$ cat src/rtl/fft_frame_pingpong_ctrl.sv
// fft_frame_pingpong_ctrl: steers samples into one frame FIFO while the other drains to the FFT, swapping at frame boundaries.
module fft_frame_pingpong_ctrl #(
    parameter int FRAME_LEN = 128,
    parameter int CNT_W     = 8,
    parameter int DWIDTH    = 32
) (
    input  logic              clk,
    input  logic              n_rst,
    input  logic              enable,
    input  logic              clr_status,
    input  logic              s_valid,
    input  logic [DWIDTH-1:0] s_data,
    output logic [DWIDTH-1:0] wr_data,
    output logic              wr_ce_a,
    output logic              wr_ce_b,
    output logic              rd_ce_a,
    output logic              rd_ce_b,
    output logic              start_fft_a,
    output logic              start_fft_b,
    input  logic [DWIDTH-1:0] dout_a,
    input  logic [DWIDTH-1:0] dout_b,
    input  logic              err_a,
    input  logic              err_b,
    output logic              fft_valid,
    output logic [DWIDTH-1:0] fft_data,
    output logic              fft_last,
    input  logic              fft_ready,
    output logic              start_fft,
    output logic              fill_sel,
    output logic              busy,
    output logic              overrun,
    output logic              fifo_err,
    output logic [15:0]       drop_cnt
);
    typedef enum logic [1:0] {IDLE, START, DRAIN} state_t;
    localparam logic [CNT_W-1:0] FULL = CNT_W'(FRAME_LEN);
    localparam logic [CNT_W-1:0] LAST = CNT_W'(FRAME_LEN - 1);
    state_t           state;
    logic             drain_sel;
    logic [CNT_W-1:0] wr_cnt;
    logic [CNT_W-1:0] rd_cnt;
    logic             idle, pending, in_ok, accept, swap_b, swap, late_wr, drop, xfer;
    assign idle    = state == IDLE;
    assign pending = wr_cnt == FULL;
    assign in_ok   = s_valid & enable;
    assign accept  = in_ok & (wr_cnt < FULL);
    assign swap_b  = pending & idle;
    assign swap    = (accept & (wr_cnt == LAST) & idle) | swap_b;
    // a sample arriving on a deferred swap goes straight into the newly freed FIFO
    assign late_wr = in_ok & swap_b;
    assign drop    = in_ok & pending & ~swap_b;
    assign xfer    = (state == DRAIN) & fft_ready;
    assign wr_data     = s_data;
    assign wr_ce_a     = (accept & ~fill_sel) | (late_wr & fill_sel);
    assign wr_ce_b     = (accept & fill_sel) | (late_wr & ~fill_sel);
    assign rd_ce_a     = xfer & ~drain_sel;
    assign rd_ce_b     = xfer & drain_sel;
    assign start_fft   = state == START;
    assign start_fft_a = start_fft & ~drain_sel;
    assign start_fft_b = start_fft & drain_sel;
    assign fft_valid   = state == DRAIN;
    assign fft_data    = drain_sel ? dout_b : dout_a;
    assign fft_last    = fft_valid & (rd_cnt == LAST);
    assign busy        = ~idle;
    always_ff @(posedge clk) begin
        if (!n_rst) begin
            state     <= IDLE;
            drain_sel <= 1'b0;
            fill_sel  <= 1'b0;
            wr_cnt    <= '0;
            rd_cnt    <= '0;
            overrun   <= 1'b0;
            fifo_err  <= 1'b0;
            drop_cnt  <= '0;
        end else begin
            if (swap) begin
                fill_sel  <= ~fill_sel;
                drain_sel <= fill_sel;
                wr_cnt    <= late_wr ? CNT_W'(1) : '0;
            end else if (accept) begin
                wr_cnt <= wr_cnt + 1'b1;
            end
            case (state)
                IDLE:    if (swap) state <= START;
                START: begin
                    rd_cnt <= '0;
                    state  <= DRAIN;
                end
                DRAIN: if (xfer) begin
                    rd_cnt <= rd_cnt + 1'b1;
                    if (fft_last) state <= IDLE;
                end
                default: state <= IDLE;
            endcase
            // a drop or error coincident with clr_status survives the clear
            overrun  <= drop | (overrun & ~clr_status);
            fifo_err <= err_a | err_b | (fifo_err & ~clr_status);
            drop_cnt <= clr_status ? {15'b0, drop} : drop_cnt + {15'b0, drop & ~&drop_cnt};
        end
    end
endmodule

$ cat config.mk
export PLATFORM = sky130hd
export DESIGN_NAME = fft_frame_pingpong_ctrl
export DESIGN_NICKNAME = d
export VERILOG_FILES = /design/src/rtl/fft_frame_pingpong_ctrl.sv
export SDC_FILE = /design/constraint.sdc
export NUM_CORES = 1
export LEC_CHECK = 0
export ABC_AREA = 1
export BUFFER_PORTS_ARGS = -buffer_cell sky130_fd_sc_hd__buf_2
export CAP_MARGIN = 10
export CORE_ASPECT_RATIO = 2
export CORE_MARGIN = 4
export CORE_UTILIZATION = 24
export CTS_CLUSTER_SIZE = 12
export DETAILED_ROUTE_END_ITERATION = 10
export HOLD_SLACK_MARGIN = 0.03
export MAX_ROUTING_LAYER = met4
export PLACE_DENSITY = 0.65
export SLEW_MARGIN = 0
export SYNTH_ARGS = -nofsm -noshare
export SYNTH_HDL_FRONTEND = slang
export SYNTH_SLANG_ARGS = --single-unit
$ cat constraint.sdc
create_clock -name clk -period 4 [get_ports clk]
set_input_delay 0.4 -clock clk [delete_from_list [all_inputs] [get_ports clk]]
set_output_delay 0.4 -clock clk [all_outputs]
set_load 0.01 [all_outputs]
Word level (Yosys, flattened, before mapping)
Index checks and enable logic that the tools add are counted.

Add/subtract/negate cells: 3. $mul: 0. Div/mod/pow operators: 0. $lt $le $gt $ge: 1. Eq/ne operators: 8. Shift-type cells: 0. Multiplexer cells: 11. Bitwise logic cells: 33. Reduce and logical (&&, ||, !) cells: 8.

Operators with widths (number): 32-bit two-way mux (1); 8-bit two-way mux (3); 1-bit AND (21); 16-bit by 1-bit adder with 16-bit output (1); 8-bit by 1-bit adder with 8-bit output (second input constant) (2); 8-bit by 7-bit == test with 1-bit output (second input constant) (2); 8-bit case mux with 2 select lines (1); 16-bit AND reduction (1); 8-bit == test (second input constant) (1); 8-bit < comparator (second input constant) (1); 2-bit two-way mux (3); 2-bit by 1-bit != test with 1-bit output (second input constant) (3); 1-bit NOT (6); 1-bit OR (6); 2-bit case mux with 3 select lines (1); 2-bit nonzero test (2); 3-bit AND reduction (1); 2-bit by 1-bit == test with 1-bit output (second input constant) (1); 2-bit == test (second input constant) (1); 2-bit zero test (1); 1-bit two-way mux (2); 2-bit AND reduction (1); 2-bit OR reduction (1); 1-bit zero test (1).

Flip-flop bits (word level): 38. Latch bits: 0. Bits in writable memories: 0. ROM bits: 0. Input port bits: 104. Output and inout port bits: 93. Memories kept: 0.

Longest topological paths before layout
Gate-level depths: netlist (run 1).

Depth in word-level cells: 7. Depth in mapped cells: 18.

Least setup slack after synthesis (run 1)
No wires, ideal clock.

Kind: reg2reg. From: register wr_cnt[0]. To: register drop_cnt[12]. Setup time: 0.113 ns. Arrival time: 1.954 ns. Data required time: 3.887 ns. Setup slack: 1.933 ns. Stages on the path, launching flop included: 18. Clock period less this slack: 2.067 ns. Cell sequence: dfxtp_1 -> inv_1 -> ha_1 -> nand2_1 -> nor2_1 -> nand2_1 -> inv_1 -> nand3_1 -> nor2_1 -> ha_1 -> ha_1 -> nand3_2 -> nor2_4 -> inv_2 -> nor2_4 -> nand2_2 -> o21ai_1 -> nor2_1.

Longest elaborated chain between the ends: 6.

RTL lines: start: declaration (RTL line 40) `logic [CNT_W-1:0] wr_cnt;`; start signal: assignment (RTL line 79) `wr_cnt <= late_wr ? CNT_W'(1) : '0;`; start signal: assignment (RTL line 81) `wr_cnt <= wr_cnt + 1'b1;`; 8-bit == test * (RTL line 44) `assign pending = wr_cnt == FULL;`; 1-bit AND (RTL line 47) `assign swap_b = pending & idle;`; 1-bit NOT (RTL line 51) `assign drop = in_ok & pending & ~swap_b;`; 1-bit AND * (RTL line 51); 1-bit AND * (RTL line 98) `drop_cnt <= clr_status ? {15'b0, drop} : drop_cnt + {15'b0, drop & ~&drop_cnt};`; 16-bit by 1-bit adder with 16-bit output * (RTL line 98); end signal: assignment (RTL line 98); end: declaration (RTL line 33) `output logic [15:0] drop_cnt`.

Mark *: on every way between the ends. The rest lies on a longest branch, timed or not. A chain may end at the register's enable or synchronous reset.

Final worst setup path (run 1)
Ends and elaborated chain as after synthesis.

==> results of run 1 <==
worst max path at each step:
stage                    to  slack [ns]  cells after the start
4_1_cts         fft_data[6]        1.71                      4
3_3_place_gp   drop_cnt[12]        1.81                     17
6_report       drop_cnt[12]        1.72                     17
3_5_place_dp   drop_cnt[12]        1.74                     17
2_1_floorplan  drop_cnt[12]        1.93                     17
5_1_grt        drop_cnt[12]        1.38                     17
registers in the layout, indices dropped and copies added, names as in the netlist:
register	flops
fill_sel	1
overrun	1
drop_cnt	16
fifo_err	1
rd_cnt	8
drain_sel	1
wr_cnt	8
state	2
synthesized netlist by cell type:
master      n
clkinv_1    2
nand3_2     5
buf_2       1
o21ai_0    15
ha_1        5
xor2_1      3
o21ai_1     2
nand3b_1    1
inv_2       4
nor2_1     41
xnor2_1     2
nand3_1    19
a21oi_1    23
nand2_2     4
and3_1      1
a211oi_1    2
buf_4      32
inv_1      43
clkbuf_1    6
nor2_2      2
nand2_1   158
nor2_4      3
buf_1       1
nand4_1     5
dfxtp_1    38
nor3_1      7
layer usage:
metal  share of wire [%]  up-vias  wire (µm)
met2                  53       77       4140
met4                 2.6        0        203
met1                  39     1193       3080
met5                   0        -          0
li1                    -     1485          -
met3                 5.5       22        429
power groups by stage:
stage               clock (mW)  sequential (mW)  combinational [mW]
floorplan                    0            0.391              0.0720
global placement             0            0.391              0.0997
detailed placement           0            0.391              0.0995
CTS                      0.442            0.383               0.100
global route             0.453            0.383               0.111
finish                   0.431            0.383              0.0991
metrics by stage:
stage	std cells	hold slack [ns]	worst slack, ns	cell area [µm²]	util, %
floorplan	425	0.447	1.93	2580	-
global placement	655	0.438	1.81	3150	29.9
detailed placement	655	0.455	1.74	3150	29.9
CTS	663	0.396	1.71	3320	31.4
global route	663	0.423	1.38	3320	31.4
finish	663	0.393	1.72	3320	31.4
critical path, cell delays in order, from the launching register on:
cell and delay, ns:
dfxtp_1 0.34, inv_1 0.08, ha_1 0.14, nand2_1 0.05, nor2_1 0.15, nand2_1 0.09, inv_1 0.10, nand3_1 0.07
nor2_1 0.10, ha_1 0.19, ha_1 0.21, nand3_2 0.12, nor2_4 0.15, inv_2 0.07, nor2_4 0.10, nand2_2 0.06
o21ai_1 0.11, nor2_1 0.04
area by class of cell:
class	instances	area, µm²	share of cell area, %
inverters	49	184	5.55
clock buffers	8	166	5.02
well taps	137	171	5.17
multi-input cells	298	1370	41.2
flip-flops and latches	38	761	22.9
repair buffers	133	668	20.2
cells by family (layout without fill, tap and decap cells):
| kind of cell | count (synthesis) | count (layout) |
|---|---|---|
| simple gates | 246 | 246 |
| buf+inv | 89 | 190 |
| fa+ha+maj | 5 | 5 |
| compound gates | 42 | 42 |
| flops | 38 | 38 |
| xor+xnor | 5 | 5 |
==> impl_metrics.yaml, run 1 <==
min_path:
  whs_endpoint: "fifo_err"
  worstHoldStart: "err_a"
  hold_depth: 3
  hold_class: "in2reg"
layout:
  fin_nets: 634
  layout_commonest_cell: "nand2_1"
  syn2layout_area_growth_pct: 28.5
  drive_gt1_share_pct: 30.2
  most-common-layout-cells: "158 x nand2_1, 132 x buf_2, 43 x inv_1, 41 x nor2_1, 38 x dfxtp_1"
  nFillCells: 1186
  antennaDiodeCount: 0
timing:
  worstMarginPinSlew_ns: 0.948
  slew_headroom_pct: 36.4
  rsz0062_at_grt: "no"
  period_share_pct: 56.9
  drv_slew: 0
  hold_viol: 0
  fin_worst_skew_ns: 0.00378
  fin_crit_ns: 2.28
  final.setup.tns_ns: 0
  max_freq_mhz: 439
  setup_viol: 0
power_and_ir_drop:
  cellLeakagePower_nw: 1.69
  p_switching_mw: 0.201
  p_int_mw: 0.711
  max-vdd-ir-drop_uv: 173
  netSwitchingFraction_pct: 22.1
  power_density_nw_per_um2: 275
  clkPwrFrac_pct: 47.2
  comb_power_share_pct: 10.9
  p_seq_share_pct: 41.9
  power_mw: 0.913
global_route:
  grt_pass1_vias: 2687
  grt_use_met2_pct: 21.6
  busiest_layer: "met2"
  met3_usage_pct: 2.80
  grt_overflow: 0
  grt_max_degree: 36
  met1_usage_pct: 13.8
  antenna_found_initial: 0
  grt_pass1_wl_um: 12400
  grt_usage_pct: 12.7
clocking:
  clk_pin_slew_ns: 0.06
  cts_setup_buffers: 0
  root_buffer: "clkbuf_16"
  cts_tree: "built"
  ctsResizeCount: 0
  insertion_delay_ns: 0.28
  cts.sinks: 38
  cts_made_buffers: 5
  clk_path_buf_depth: 2
  cts_hold_buffers: 0
  htreeDepth: 2
critical_path:
  required_ns: 4.17
  worstSetupEndpointType: "flop"
  r2r_end: "drop_cnt[12]"
  startpoint_type: "flop"
  worst-r2r-setup-slack_ns: 1.72
  arrival_ns: 2.45
  r2r-start: "wr_cnt[0]"
  worst-setup-path-type: "reg2reg"
  worst_r2r_path_depth: 17
  crit_start: "wr_cnt[0]"
  worstPathMaxFanout: 4
floorplan:
  die_h_um: 155
  rows: 53
  start_util_pct: 24.5
  die_x_um: 81.3
  num_io_pins: 197
  core_um2: 10500
  dieArea_um2: 12600
route:
  first_iter_violations: 109
  ant_nets: 0
  first_pass_iters: 4
  wirelength_um: 7860
  routed_via_density: 4.19
  via_count: 2777
  drc_errors: 0
  routedWlPerCell_um: 11.8
place:
  portBuffers: 132
  post-dp-hpwl_um: 6310
  place_congestion: 0.817
synth:
  synth_compound_area_share_pct: 8.34
  yosysTopAreaCellShare_pct: 29.5
  yosysWarnings: 0
  synth-xor-area-share_pct: 1.70
  synth.largest_area_cell: "dfxtp_1"
  synthesis.nets: 534
  synth.avg_cell_area_um2: 6.07
  synth-seq-cells: 38
  synth.distinct_cells: 26
  yosysSeqAreaShare_pct: 29.5
  synthTopCellsByArea: "dfxtp_1 29%, nand2_1 23%, buf_4 9.3%, inv_1 6.3%, nor2_1 6.0%"
  synth-simple-area-share_pct: 40.4
  synth-adder-area-share_pct: 2.42
  syn-cell-area_um2: 2580
  synth_top_family_by_area: "simple AND/OR/NAND/NOR gates"
  syn_inst: 425
  synthMuxAreaShare_pct: 0
outcome:
  status: "finished, final reports clean"
job:
  drv_cap: 0
Note: power is estimated with default switching activity, not from simulation.
==> inputs of run 2 (changes only) <==
--- a/config.mk
+++ b/config.mk
@@ -15,7 +15,7 @@
 export DETAILED_ROUTE_END_ITERATION = 10
 export HOLD_SLACK_MARGIN = 0.03
 export MAX_ROUTING_LAYER = met4
-export PLACE_DENSITY = 0.65
+export PLACE_DENSITY = 0.67
 export SLEW_MARGIN = 0
 export SYNTH_ARGS = -nofsm -noshare
 export SYNTH_HDL_FRONTEND = slang
==> constraint.sdc (replaced) <==
create_clock -name clk -period 1.91 [get_ports clk]
set_input_delay 0.191 -clock clk [delete_from_list [all_inputs] [get_ports clk]]
set_output_delay 0.191 -clock clk [all_outputs]
set_load 0.01 [all_outputs]
==> impl_metrics.yaml, run 2 (synthesis gave the netlist of run 1 again) <==
outcome:
  status: "finished, violations left"
  violations: "setup timing"
layout:
  drive_gt1_share_pct: 40.3
  top_register: "drop_cnt"
  antennaDiodeCount: 0
  layout_commonest_cell: "nand2_1"
  most-common-layout-cells: "154 x nand2_1, 132 x buf_2, 46 x buf_4, 39 x inv_1, 37 x nor2_1"
  largestRegisters: "drop_cnt: 16 flops, rd_cnt: 8 flops, wr_cnt: 8 flops"
  syn2layout_area_growth_pct: 48.2
  largest_reg_flops: 16
  fin_util_pct: 36.3
  fin_nets: 681
timing:
  fin_worst_skew_ns: 0.00443
  worstMarginPinSlew_ns: 0.329
  slew_headroom_pct: 78.1
  setup_viol: 6
  fin_crit_ns: 2.05
  max_freq_mhz: 487
  fin_ws_ns: -0.145
  rsz0062_at_grt: "yes"
  hold_viol: 0
  drv_slew: 0
  period_share_pct: 108
global_route:
  grt_overflow: 0
  grt_usage_pct: 14.2
  grt_max_degree: 35
  grt_pass1_vias: 2887
  antenna_found_initial: 0
  grt_pass1_wl_um: 13400
floorplan:
  num_io_pins: 197
  core_um2: 10500
  start_util_pct: 24.5
  dieArea_um2: 12600
  die_h_um: 155
  die_x_um: 81.3
  rows: 53
clocking:
  cts_hold_buffers: 0
  cts_tree: "built"
  insertion_delay_ns: 0.28
  root_buffer: "clkbuf_16"
  htreeDepth: 2
  cts_made_buffers: 5
  clk_path_buf_depth: 2
  clk_pin_slew_ns: 0.06
  cts.sinks: 38
route:
  first_pass_iters: 4
  via_count: 3021
  ant_nets: 0
  routed_via_density: 4.25
  wirelength_um: 9000
  drc_errors: 0
  routedWlPerCell_um: 12.7
  first_iter_violations: 97
min_path:
  whs_endpoint: "fifo_err"
  hold_class: "in2reg"
  hold_depth: 3
  worstHoldStart: "err_a"
critical_path:
  worst_r2r_path_depth: 17
  startpoint_type: "flop"
  worst-setup-path-type: "reg2reg"
  worst-r2r-setup-slack_ns: -0.14
  critPathTopFamily: "simple AND/OR/NAND/NOR gates"
  r2r-start: "wr_cnt[0]"
  arrival_ns: 2.22
  cpMaxStageDelayCell: "dfxtp_2"
  required_ns: 2.08
  r2r_end: "drop_cnt[14]"
  crit_start: "wr_cnt[0]"
  worstSetupEndpointType: "flop"
  path_buf_inv: 4
  cp_slowest_stage_delay_ns: 0.32
  path_cells: "inv_2 > ha_4 > nand2_4 > nor2_4 > nand2_2 > inv_2 > nand3_2 > nor2_4 > ha_4 > ha_4 > nand3_4 > nor2_4 > buf_4 > buf_4 > nand3_1 > nand2_1 > a21oi_1"
  worstPathMaxFanout: 2
power_and_ir_drop:
  max-vdd-ir-drop_uv: 309
  cellLeakagePower_nw: 1.92
  power_density_nw_per_um2: 518
place:
  place_congestion: 0.826
  portBuffers: 132
  dp_slack_ns: -0.133
  post-dp-hpwl_um: 7030
job:
  drv_cap: 0
-- run 2: changes by cell type in the layout (fill, tap and decap cells not counted), sizes merged --
cell    previous run  this run
bufinv             0         1
clkinv             2         4
buf              133       180
clkbuf             8         5
-- run 2: stage by stage --
| stage | cells | power [mW] | setup TNS, ns | cell area [µm²] | hold WS (ns) |
|---|---|---|---|---|---|
| after CTS | 708 | 1.99 | -0.364 | 3690 | 0.169 |
| after detailed placement | 689 | 1.04 | -0.449 | 3430 | 0.382 |
| after global placement | 689 | 1.04 | -0.214 | 3430 | 0.382 |
| after floorplan | 425 | 0.971 | -0.168 | 2610 | 0.326 |
| final | 710 | 1.98 | -0.572 | 3830 | 0.170 |
| after global routing | 710 | 2.07 | -1.97 | 3830 | 0.180 |
-- run 2: final cells by class --
class,count,area [µm²]
clock buffer,5,125
clock inverter,3,40.0
sequential,38,763
fill,1116,6720
tap,137,171
inverter,49,186
timing repair buffer,180,1030
multi-input combinational,298,1510
-- run 2: how the worst max path moves through the flow --
stage              endpoint  slack, ns  depth (start not counted)
2_1_floorplan  drop_cnt[12]      -0.09                         17
6_report       drop_cnt[14]      -0.14                         17
3_5_place_dp   drop_cnt[12]      -0.13                         17
3_3_place_gp   drop_cnt[12]      -0.10                         17
5_1_grt        drop_cnt[12]      -0.32                         17
4_1_cts        drop_cnt[12]      -0.11                         17
-- run 2: what timing repair did --
action | 4_1_cts | 5_1_grt
gates cloned | 0 | 0
resized for setup | 2 | 33
endpoints found under the setup margin | 9 | 17
pin swaps | 4 | 11
buffers inserted | 11 | 2
-- run 2: layer usage --
metal / vias to the layer above / track usage (%) / routed length, µm
li1: 1583 / - / -
met1: 1306 / 14.4 / 3100
met2: 96 / 24.5 / 4980
met3: 36 / 2.10 / 470
met4: 0 / 9.11 / 453
met5: - / - / 0
-- run 2: report_power, final --
part	leakage [nW]	switching, mW	total, mW	internal [mW]
Combinational	1.53	0.119	0.234	0.115
Clock	0.0836	0.333	0.944	0.611
Sequential	0.308	0.00353	0.801	0.798
-- run 2: worst min-delay path, cell delays in order --
cell     delay, ns
buf_2         0.07
nor2_1        0.03
a21oi_1       0.12
